==> src/rtl/demux_pkg.sv <==
// Shared definitions for the registered 1-to-N demultiplexer: FSM state
// encoding and default geometry.
package demux_pkg;
  localparam int WIDTH_DEF = 16;
  localparam int SW_DEF    = 4;

  typedef enum logic [1:0] {
    IDLE = 2'd0,
    FILL = 2'd1,
    DONE = 2'd2
  } state_t;
endpackage

==> src/rtl/demux1to16_reg_decoder4to16.sv <==
// Index to one-hot write mask; all zeros when en is low.
module decoder4to16 #(
  parameter int WIDTH = demux_pkg::WIDTH_DEF,
  parameter int SW    = demux_pkg::SW_DEF
) (
  input  logic             en,
  input  logic [SW-1:0]    index,
  output logic [WIDTH-1:0] mask
);
  for (genvar i = 0; i < WIDTH; i++) begin : g_line
    assign mask[i] = en && (index == SW'(i));
  end
endmodule

==> src/rtl/demux1to16_reg.sv <==
// Registered 1-to-WIDTH demux with a direct-write mode (sel) and an
// auto-fill frame mode that walks idx from 0 to WIDTH-1.
module demux1to16_reg
  import demux_pkg::*;
#(
  parameter int WIDTH = WIDTH_DEF,
  parameter int SW    = SW_DEF
) (
  input  logic             clk,
  input  logic             rst,
  input  logic             in,
  input  logic [SW-1:0]    sel,
  input  logic             wr_en,
  input  logic             start,
  output logic [WIDTH-1:0] out,
  output logic             busy,
  output logic             done,
  output logic [SW-1:0]    idx
);
  state_t           state;
  logic [SW-1:0]    wr_idx;
  logic             wr_ok;
  logic [WIDTH-1:0] mask;

  // start wins over a same-cycle direct write; DONE swallows writes
  assign wr_ok  = wr_en && ((state == IDLE && !start) || state == FILL);
  assign wr_idx = (state == FILL) ? idx : sel;

  decoder4to16 #(.WIDTH(WIDTH), .SW(SW)) u_dec (
    .en    (wr_ok),
    .index (wr_idx),
    .mask  (mask)
  );

  assign busy = (state == FILL);
  assign done = (state == DONE);

  always_ff @(posedge clk or posedge rst) begin
    if (rst) begin
      state <= IDLE;
      out   <= '0;
      idx   <= '0;
    end else begin
      case (state)
        IDLE: begin
          if (start) begin
            state <= FILL;
            out   <= '0;
            idx   <= '0;
          end else begin
            out <= (out & ~mask) | ({WIDTH{in}} & mask);
          end
        end
        FILL: begin
          out <= (out & ~mask) | ({WIDTH{in}} & mask);
          if (wr_en) begin
            idx <= idx + SW'(1);
            if (idx == SW'(WIDTH - 1)) state <= DONE;
          end
        end
        DONE:    state <= IDLE;
        default: state <= IDLE;
      endcase
    end
  end
endmodule

==> config.mk <==
export PLATFORM = sky130hd
export DESIGN_NAME = demux1to16_reg
export DESIGN_NICKNAME = d
export VERILOG_FILES = /design/src/rtl/demux_pkg.sv /design/src/rtl/demux1to16_reg_decoder4to16.sv /design/src/rtl/demux1to16_reg.sv
export SDC_FILE = /design/constraint.sdc
export NUM_CORES = 1
export LEC_CHECK = 0
export CORE_ASPECT_RATIO = 1.1
export CORE_MARGIN = 4
export CORE_UTILIZATION = 40
export DETAILED_ROUTE_END_ITERATION = 7
export GPL_TIMING_DRIVEN = 0
export PLACE_DENSITY = 0.73
export SLEW_MARGIN = 20
export SYNTH_ARGS = -nofsm -noshare
export SYNTH_HDL_FRONTEND = slang
export SYNTH_SLANG_ARGS = --single-unit
==> constraint.sdc <==
create_clock -name clk -period 1.9 [get_ports clk]
set_clock_uncertainty 0.2 [all_clocks]
set_input_delay 0.38 -clock clk [delete_from_list [all_inputs] [get_ports clk]]
set_output_delay 0.38 -clock clk [all_outputs]
set_load 0.02 [all_outputs]
==> metrics.md <==
| Metric | Value |
|---|---|
| Total GRT Usage | `about 17%` |
| #FFs+latches synth | `22` |
| Cells after DPL | `between 150 and 200` |
| Nets | `181` |
| Dpl hpwl | `between 2 and 2.5 mm` |
| Initial DRC count | `approximately 60` |
| Clock tree buffer depth | `2` |
| Period utilisation layout | `101.2%` |
| Final Setup Violations | `1` |
| Slew Viols, Final | `0` |
| XOR/XNOR Fraction of Synth Area | `0%` |
| Mux contribution to synthesized area | `9.916%` |
| Simple-gate share of the synthesized area | `between 10% and 20%` |
| Max Fclk | `about 0.52 GHz` |
| Antenna violations before repair | `0` |
| Status | `complete, but fails checks` |
| Max_slew headroom | `41.76%` |
| Vias in the first global route | `1212` |
| Total CTS buffers | `3` |
| Final worst slack | `-23.57 ps` |
| Predominant post-synthesis flop cell | `dfrtp_1` |
| Clock insertion delay at the later pin of the skew report | `~310 ps` |
| Data arrival time of the worst path | `1990 ps` |
| Asr flop ratio synth | `between 90% and 100%` |
| CTS sink count | `22` |
| Final std cells w/o fill | `204` |
| Dpl ws | `-509.6 ps` |
| Via density | `5.809` |
| Synth cell types | `36` |
| Pwr dens | `about 1400 nW/µm²` |
| DIE HEIGHT | `a little under 70 µm` |
| Core Area | `approximately 3100 µm²` |
| Share of cells above drive strength 1 | `between 20% and 30%` |
| RePlAce Congestion | `roughly 0.8` |
| Drt first pass iters | `4` |
| Post-synth EDFFs | `0` |
| Synthesized area | `between 1000 and 1500 µm²` |
| Largest family of logic cells by synthesized area | `compound AO/OA/AOI/OAI gates` |
| Drc violations | `0` |
| I/O pins | `31` |
| Syn_nets | `around 140` |
| MaxCap Viol Count | `0` |
| Largest net degree at the start of global routing | `23` |
| Final hold vios | `0` |
| # diodes | `0` |
| GR Overflow Total | `0` |
| CTS tree | `built` |
| CTS root buffer | `clkbuf_4` |
| Worst-margin pin slew | `just under 900 ps` |
| Post-route ant nets | `0` |
| Avg Cell Area, Syn | `a little over 10 µm²` |
| Failing checks | `setup timing` |
| Syn Inst Count | `roughly 130` |
| Seq/Total Area, Yosys | `between 40 and 50%` |
| Final wirelength | `roughly 3.4 mm` |
| CTS clk-pin slew, worst paths | `130 ps` |
| Port bufs | `30` |
| Max IR drop VDD | `0.7208 mV` |
| Crit path required time | `1970 ps` |
| Final min period | `a little under 2000 ps` |
| RSZ-0062 raised after global routing | `yes` |
| Starting Density | `between 40% and 50%` |
| Row cnt | `21` |
| H-tree depth | `1` |
| Hold WC Path Type | `in -> async` |
| Synth warnings | `0` |
| Die width | `between 60 and 70 µm` |
| Full die area | `4334 µm²` |
| Leakage power | `~0.93 nW` |
| CP Capture Type | `register` |
| CP Class | `reg -> reg` |
| Area Growth Syn to Fin | `38.73%` |
| Setup crit start kind | `register` |
| Via count | `around 1200` |
| Synth Area in Compound Gates | `approximately 28%` |
| Adder-cell share of the synthesized area | `less than 1%` |
| Max Fanout on Critical Path | `8` |
| WL/cell | `~17 µm` |
| First-pass GRT wire length | `between 5 and 6 mm` |
## layout by cell type (no fill, tap or decap), types with 3 or more instances in the layout
master,instances
a31o_2,3
nand2_1,16
inv_1,11
a22o_1,4
nand2b_1,3
mux2i_1,9
o211ai_1,3
dfrtp_2,3
o21ai_1,6
dfrtp_1,19
nor2_1,3
dlymetal6s2s_1,9
dlygate4sd2_1,13
buf_6,3
buf_4,5
clkdlybuf4s50_1,6
a32oi_1,6
clkbuf_4,4
nor3_1,3
o31ai_1,3
## flip-flops by register name (all words and copies together) (netlist names)
signal	flops
idx	4
out	16
state	2
## layer usage
layer / up-vias / global-route usage, % / routed length [µm]
met2: 27 / 30.57 / 1692
met5: - / 0 / 0
li1: 569 / - / -
met1: 583 / 21.23 / 1548
met3: 6 / 3.241 / 113
met4: 0 / 4.132 / 48
## synth_stat cells (all sizes together) (4+ instances only)
master | n | area [µm²]
a32oi | 6 | 52.55
o21ai | 9 | 45.04
a31o | 4 | 35.04
mux2i | 11 | 110.1
a22o | 4 | 35.03
dfrtp | 22 | 550.5
nand2b | 5 | 31.28
buf | 4 | 26.27
nor2 | 4 | 15.01
nand2 | 16 | 60.06
inv | 11 | 41.29
## path summary, 6_finish.rpt
kind | start | cells past startpoint | to | slack [ps]
setup / recovery | state[0] | 5 | out[12] | -20
hold / removal | rst | 2 | out[14] | 330
setup reg to reg | state[0] | 5 | out[12] | -20
hold reg to reg | out[9] | 2 | out[9] | 330
max in group asynchronous | rst | 2 | idx[2] | 580
min in group clk | out[9] | 2 | out[9] | 330
## cells by family after synthesis
group,count (synthesis)
buf+inv,16
compound gates,44
mux,13
fa+ha+maj,1
flops,22
simple gates,37
## area by class of cell
type,instances,area (µm²)
flip-flops and latches,22,554.3
inverters,11,41.29
fillers,273,1271
clock buffers,4,36.28
plain buffers,5,48.80
repair buffers,33,321.6
multi-input cells,95,810.8
well taps,34,42.54
## power by group
part	internal, mW	switching (mW)
registers	0.639	0.172
logic	0.662	0.792
clock network	0.117	0.144
total	1.42	1.11
## worst max-delay path: stages (launching register included)
cell,delay [ps]
dfrtp_1,400
buf_6,140
or3_4,390
a2111oi_4,440
a32o_1,220
a31o_2,90
## metrics by stage
| stage | TNS, ps | utilization, % | hold WS [ps] | power [mW] | instance area (µm²) |
|---|---|---|---|---|---|
| 6_report | -23.57 | 59.34 | 329.9 | 2.527 | 1856 |
| 5_1_grt | -991.1 | 59.34 | 376.5 | 2.732 | 1856 |
| 4_1_cts | -21.67 | 56.90 | 349.5 | 2.488 | 1779 |
| 3_5_place_dp | -6910 | 53.74 | 320.2 | 2.182 | 1680 |
| 3_3_place_gp | -6952 | 53.74 | 312.1 | 2.143 | 1680 |
| 2_1_floorplan | 0 | - | 169.2 | 1.641 | 1338 |
## timing repair
item                                    CTS  global route
pin swaps                                 3            10
setup buffers                             2             1
gates cloned                              0             0
resized for setup                        40            26
endpoints found under the setup margin   29            26
hold buffers                              0             0
No activity file was read; power rests on OpenSTA's default activity.
